File: src/rtl/codificador_multidigito_if.sv
// Capture/display bus of the multi-digit code converter.
// The slave modport is the converter; the master modport is whoever drives the captures.
interface codificador_multidigito_if #(
  parameter int DIGITS = 4
);
  logic [3:0]        Input;
  logic              Ready;
  logic [1:0]        Mode;
  logic              Clear;
  logic [3:0]        Output;
  logic              Valid;
  logic              Error;
  logic [6:0]        Display;
  logic [DIGITS-1:0] DigitSel;

  modport master (
    output Input, Ready, Mode, Clear,
    input  Output, Valid, Error, Display, DigitSel
  );

  modport slave (
    input  Input, Ready, Mode, Clear,
    output Output, Valid, Error, Display, DigitSel
  );
endinterface

File: src/rtl/codificador_multidigito.sv
// Multi-mode 4-bit code converter feeding a DIGITS-deep shift buffer that is
// time-multiplexed onto a single 7-segment bus with one-hot digit enables.
module codificador_multidigito #(
  parameter int DIGITS   = 4,
  parameter int SCAN_DIV = 1000
) (
  input logic Clock,
  input logic Reset,
  codificador_multidigito_if.slave bus
);

  localparam int IDX_W = (DIGITS > 1) ? $clog2(DIGITS) : 1;
  localparam int PRE_W = (SCAN_DIV > 1) ? $clog2(SCAN_DIV) : 1;

  typedef enum logic [1:0] {
    MODE_BIN   = 2'b00,
    MODE_XS3   = 2'b01,
    MODE_GRAY  = 2'b10,
    MODE_NINES = 2'b11
  } mode_e;

  typedef struct packed {
    logic       loaded;
    logic       err;
    logic [3:0] code;
  } entry_t;

  logic                    ready_q, ready_d;
  entry_t [DIGITS-1:0]     buf_q, buf_d;
  logic [3:0]              out_q, out_d;
  logic                    err_q, err_d;
  logic                    valid_q, valid_d;
  logic [IDX_W-1:0]        idx_q, idx_d;
  logic [PRE_W-1:0]        presc_q, presc_d;

  logic                    capture;
  logic [3:0]              conv_code;
  logic                    conv_err;
  entry_t                  cur;
  logic [DIGITS-1:0]       digit_sel;
  logic [6:0]              seg;

  function automatic logic [6:0] hex_font(input logic [3:0] v);
    logic [6:0] f;
    case (v)
      4'h0: f = 7'b1111110;
      4'h1: f = 7'b0110000;
      4'h2: f = 7'b1101101;
      4'h3: f = 7'b1111001;
      4'h4: f = 7'b0110011;
      4'h5: f = 7'b1011011;
      4'h6: f = 7'b1011111;
      4'h7: f = 7'b1110000;
      4'h8: f = 7'b1111111;
      4'h9: f = 7'b1111011;
      4'hA: f = 7'b1110111;
      4'hB: f = 7'b0011111;
      4'hC: f = 7'b1001110;
      4'hD: f = 7'b0111101;
      4'hE: f = 7'b1001111;
      default: f = 7'b1000111;
    endcase
    return f;
  endfunction

  // NOTE: every signal written in an always_comb gets a default on entry, so
  // no path through the block can leave it unassigned and infer a latch.
  always_comb begin
    conv_code = bus.Input;
    conv_err  = 1'b0;
    case (mode_e'(bus.Mode))
      MODE_BIN:   conv_code = bus.Input;
      MODE_XS3: begin
        if (bus.Input > 4'd9) begin
          conv_code = 4'd0;
          conv_err  = 1'b1;
        end else begin
          conv_code = bus.Input + 4'd3;
        end
      end
      MODE_GRAY:  conv_code = bus.Input ^ (bus.Input >> 1);
      MODE_NINES: begin
        if (bus.Input > 4'd9) begin
          conv_code = 4'd0;
          conv_err  = 1'b1;
        end else begin
          conv_code = 4'd9 - bus.Input;
        end
      end
      default:    conv_code = bus.Input;
    endcase
  end

  always_comb begin
    capture = bus.Ready & ~ready_q;
    ready_d = bus.Ready;
    buf_d   = buf_q;
    out_d   = out_q;
    err_d   = err_q;
    valid_d = 1'b0;

    // Clear wins over a coincident capture; the Ready edge is consumed either way.
    if (bus.Clear) begin
      buf_d = '0;
      out_d = 4'd0;
      err_d = 1'b0;
    end else if (capture) begin
      for (int k = DIGITS - 1; k > 0; k--) begin
        buf_d[k] = buf_q[k-1];
      end
      buf_d[0].loaded = 1'b1;
      buf_d[0].err    = conv_err;
      buf_d[0].code   = conv_code;
      out_d   = conv_code;
      err_d   = conv_err;
      valid_d = 1'b1;
    end

    presc_d = presc_q + PRE_W'(1);
    idx_d   = idx_q;
    if (presc_q == PRE_W'(SCAN_DIV - 1)) begin
      presc_d = '0;
      idx_d   = (idx_q == IDX_W'(DIGITS - 1)) ? '0 : idx_q + IDX_W'(1);
    end
  end

  // NOTE: the digit buffer is a handful of flops, not a RAM, so it is reset
  // along with everything else; the blank-on-reset display depends on it.
  always_ff @(posedge Clock) begin
    if (Reset) begin
      ready_q <= 1'b0;
      buf_q   <= '0;
      out_q   <= 4'd0;
      err_q   <= 1'b0;
      valid_q <= 1'b0;
      idx_q   <= '0;
      presc_q <= '0;
    end else begin
      // NOTE: non-blocking assignments here so every flop samples the values
      // from before the edge, independent of statement order.
      ready_q <= ready_d;
      buf_q   <= buf_d;
      out_q   <= out_d;
      err_q   <= err_d;
      valid_q <= valid_d;
      idx_q   <= idx_d;
      presc_q <= presc_d;
    end
  end

  // Enable and segments both come from the registered idx, so they never disagree.
  always_comb begin
    cur       = '0;
    digit_sel = '0;
    for (int i = 0; i < DIGITS; i++) begin
      if (idx_q == IDX_W'(i)) begin
        cur          = buf_q[i];
        digit_sel[i] = 1'b1;
      end
    end
    if (!cur.loaded) begin
      seg = 7'b0000000;
    end else if (cur.err) begin
      seg = 7'b0000001;
    end else begin
      seg = hex_font(cur.code);
    end
  end

  assign bus.Output   = out_q;
  assign bus.Error    = err_q;
  assign bus.Valid    = valid_q;
  assign bus.Display  = seg;
  assign bus.DigitSel = digit_sel;

endmodule

File: src/flat_wrapper.sv
// flat-port wrapper written by rule: the top's interface ports become plain ports
module codificador_multidigito_flat 
#(
  parameter int DIGITS   = 4,
  parameter int SCAN_DIV = 1000
)
  (Clock, Reset, bus_Input, bus_Ready, bus_Mode, bus_Clear, bus_Output, bus_Valid, bus_Error, bus_Display, bus_DigitSel);
  codificador_multidigito_if #(.DIGITS(DIGITS)) bus_i ();
  input logic Clock;
  input logic Reset;
  input wire logic [$bits(bus_i.Input)-1:0] bus_Input;
  input wire logic [$bits(bus_i.Ready)-1:0] bus_Ready;
  input wire logic [$bits(bus_i.Mode)-1:0] bus_Mode;
  input wire logic [$bits(bus_i.Clear)-1:0] bus_Clear;
  output wire logic [$bits(bus_i.Output)-1:0] bus_Output;
  output wire logic [$bits(bus_i.Valid)-1:0] bus_Valid;
  output wire logic [$bits(bus_i.Error)-1:0] bus_Error;
  output wire logic [$bits(bus_i.Display)-1:0] bus_Display;
  output wire logic [$bits(bus_i.DigitSel)-1:0] bus_DigitSel;
  assign bus_i.Input = bus_Input;
  assign bus_i.Ready = bus_Ready;
  assign bus_i.Mode = bus_Mode;
  assign bus_i.Clear = bus_Clear;
  assign bus_Output = bus_i.Output;
  assign bus_Valid = bus_i.Valid;
  assign bus_Error = bus_i.Error;
  assign bus_Display = bus_i.Display;
  assign bus_DigitSel = bus_i.DigitSel;
  codificador_multidigito #(.DIGITS(DIGITS), .SCAN_DIV(SCAN_DIV)) u_core (.Clock(Clock), .Reset(Reset), .bus(bus_i));
endmodule
File: config.mk
export PLATFORM = sky130hd
export DESIGN_NAME = codificador_multidigito_flat
export DESIGN_NICKNAME = d
export VERILOG_FILES = /design/src/rtl/codificador_multidigito_if.sv /design/src/rtl/codificador_multidigito.sv /design/src/flat_wrapper.sv
export SDC_FILE = /design/constraint.sdc
export NUM_CORES = 1
export LEC_CHECK = 0
export CAP_MARGIN = 20
export CORE_ASPECT_RATIO = 1.1
export CORE_MARGIN = 5
export CORE_UTILIZATION = 60
export DETAILED_ROUTE_END_ITERATION = 8
export MAX_ROUTING_LAYER = met4
export PLACE_DENSITY = 0.85
export SYNTH_ARGS = -nofsm -noshare
export SYNTH_HDL_FRONTEND = slang
export SYNTH_SLANG_ARGS = --single-unit
export TNS_END_PERCENT = 50
File: constraint.sdc
create_clock -name Clock -period 4.36 [get_ports Clock]
set_clock_uncertainty 0.05 [all_clocks]
set_input_delay 0.872 -clock Clock [delete_from_list [all_inputs] [get_ports Clock]]
set_output_delay 0.872 -clock Clock [all_outputs]
set_load 0.02 [all_outputs]
==> results.yml <==
grt:
  antenna_found_initial: 0
  grt_pass1_vias: 1721
  grtUsageTotal: 0.202
  grt_max_degree: 27
  grt_overflow: 0
  wire_length_of_the_first_global_routing_pass_mm: 7.59
cts:
  tritoncts_clock_tree: "yes"
  numCtsBuffers: 5
  cts_root_buf: "clkbuf_8"
  cts_num_sinks: 38
  worst_setup_hold_path_clk_slew_ns: 0.08
  skew_pair_late_insertion_delay_ns: 0.29
  cts_hold_buffers: 0
  clk_path_buf_depth: 2
  cts_max_level: 2
job:
  cap_violations: 0
placement:
  io_port_bufs: 26
  place_ws_ns: 0.393
  post-dp-hpwl_mm: 3.15
  placed_cells: 342
  gp_congestion: 0.767
  postPlaceCellArea_mm2: 0.00245
setup_path:
  crit_path_start: "u_core.idx_q[0]"
  worstRegToRegCells: 5
  worstSetupPathDepth: 9
  worstPathRequired_ns: 3.44
  crit_type: "reg -> out"
  worstPathMaxFanout: 17
  worst_setup_path_start_kind: "flip-flop"
  timing.critical_path.to_type: "output port"
  critical_path_buf_inv_count: 2
  timing.critical_path.slowest_stage_cell: "clkdlybuf4s50_1"
  critical_path.cell_chain: "ha_1 -> o21ai_0 -> nand2_1 -> inv_1 -> ha_1 -> nand2_1 -> o21ai_0 -> a211oi_1 -> clkdlybuf4s50_1"
  regToRegStartpoint: "u_core.presc_q[0]"
  critPathMaxStageDelay_ns: 0.64
  worst_path_dominant_cell_family: "adder cells"
  arrival_ns: 3.11
synthesis:
  synth-edff-count: 0
  synthArstFlopShare: 0
  postSynthRegisterBits: 38
  most_used_flip_flop_cell_after_synthesis: "dfxtp_1"
  synth_largest_type_area_fraction: 0.342
  post_synthesis_net_count: 310
  synth_area_mm2: 0.00223
  netlist_top_cells_area: "dfxtp_1 34%, nand2_1 9.9%, ha_1 9.0%, a21oi_1 5.2%, nor2_1 5.1%"
  synth_top_cell_by_area: "dfxtp_1"
  syn_area_per_cell_um2: 7.84
  synthesized_instance_count: 284
  synth.yosys.seq_area_share: 0.342
  synth.distinct_cells: 43
  synth_top_cells_by_count: "59 x nand2_1, 38 x dfxtp_1, 30 x nor2_1"
  ys_warn_count: 0
  synthMostInstantiatedCell: "nand2_1"
drt:
  total_wirelength_of_the_detailed_routed_design_mm: 4.47
  drt_drc_violations_left: 0
  wirelength_per_cell_um: 12.8
  first_pass_iters: 4
  routed_via_count_divided_by_cell_count: 5.44
  first_iter_violations: 46
  ant_nets: 0
  vias: 1903
sta:
  rsz0062_at_grt: "false"
  finalMaxSlewViolations: 0
  final-setup-viol-count: 0
  timing.setup.tns_ns: 0
  hold_viol_final: 0
  post-route-min-period_ns: 4.04
  ratio_of_final_minimum_period_to_clock_period: 0.925
  postLayoutSetupSlackWorst_ns: 0.325
  max_fclk_mhz: 248
  worst_slew_pin_slew_ns: 0.838
  timing.slew.headroom: 0.441
hold_path:
  holdCritStartpoint: "u_core.presc_q[0]"
  worst_hold_path.num_cells: 1
  worst_hold_path_type: "reg -> reg"
power_and_ir_drop:
  total_leakage_power_nw: 0.953
  peakVddDrop_mv: 0.255
  p_per_area_mw_per_mm2: 287
die:
  fp.coreArea_mm2: 0.00363
  dieHeight_um: 73.9
  number_of_standard_cell_rows_in_the_floorplan: 23
  floorplan.initialDensity: 0.614
  pin_count: 27
  die_footprint_mm2: 0.00503
  fp.dieW_um: 68.1
outcome:
  status: "completed"
cells_and_area:
  final_cell_area_mm2: 0.00257
  final_cell_count_no_fill: 350
  proportion_of_layout_cells_with_a_drive_suffix_above_1: 0.0567
  nFillCells: 307
  insertedDiodeCount: 0
  fin_nets: 325
  layout-area-overhead-vs-synth_pct: 15.5
-- logic make-up (layout without fill, tap and decap cells) --
| group | count (synthesis) | count (layout) | share of synthesized area |
|---|---|---|---|
| and+or+nand+nor | 125 | 125 | 0.263 |
| AOI/OAI and AO/OA | 52 | 52 | 0.152 |
| DFF | 38 | 38 | 0.342 |
| buffers and inverters | 34 | 50 | 0.0736 |
| adders and majority gates | 16 | 16 | 0.0899 |
| xor gates and xnor gates | 10 | 10 | 0.0393 |
| muxes | 9 | 9 | 0.0405 |
-- cell type report --
type                            count  area (um2)  area share
Clock buffer                        5        68.8      0.0268
Timing Repair Buffer               28         278       0.108
Clock inverter                      3        40.0      0.0156
Sequential cell                    38         761       0.296
Multi-Input combinational cell    212        1310       0.509
Tap cell                           50        62.6      0.0243
Inverter                           14        52.6      0.0204
-- per-layer routing --
| metal | wire, um | global-route usage |
|---|---|---|
| met1 | 1840 | 0.213 |
| met2 | 2410 | 0.378 |
| met3 | 158 | 0.0275 |
| met4 | 57 | 0.0662 |
| met5 | 0 | - |
-- power by group --
part | switching, W | total (W) | internal [W]
registers | 0.00000465 | 0.000357 | 0.000353
logic | 0.0000505 | 0.0000885 | 0.0000380
clock network | 0.000123 | 0.000291 | 0.000168
total | 0.000178 | 0.000737 | 0.000559
-- through the flow --
stage / total power (W) / hold slack, ns / util
finish: 0.000737 / 0.398 / 0.709
global placement: 0.000451 / 0.376 / 0.676
detailed placement: 0.000454 / 0.388 / 0.676
CTS: 0.000739 / 0.399 / 0.706
global route: 0.000764 / 0.429 / 0.709
floorplan: 0.000426 / 0.363 / -
-- worst paths after layout --
kind	end	slack, ns
worst max-delay path	bus_Display[2]	0.32
worst min-delay path	u_core.presc_q[0]	0.40
worst max register to register	u_core.idx_q[0]	2.62
worst min register to register	u_core.presc_q[0]	0.40
-- sequential cells by signal, summed over array words and instances, names as in the netlist --
signal             flops
u_core.bus.Error       1
u_core.idx_q           2
u_core.bus.Valid       1
u_core.ready_q         1
u_core.buf_q          19
u_core.bus.Output      4
u_core.presc_q        10
-- layout by cell type, fill, tap and decap left out, drive strengths merged, types with 3 or more instances in the layout --
cell type	synthesis	layout
a211oi	8	8
a21oi	23	23
a311oi	3	3
clkbuf	10	5
clkdlybuf4s50	0	25
dfxtp	38	38
ha	16	16
inv	14	14
mux2i	9	9
nand2	59	59
nand3	4	4
nand3b	5	5
nor2	30	30
nor2b	8	8
nor3	4	4
nor3b	3	3
o211ai	3	3
o21ai	9	9
xnor2	6	6
xor2	4	4
-- repair_timing --
action	CTS	global route
hold endpoints to repair	0	0
setup buffers	0	0
setup endpoints to repair	0	3
resized for setup	0	3
No activity file was read; power rests on OpenSTA's default activity.
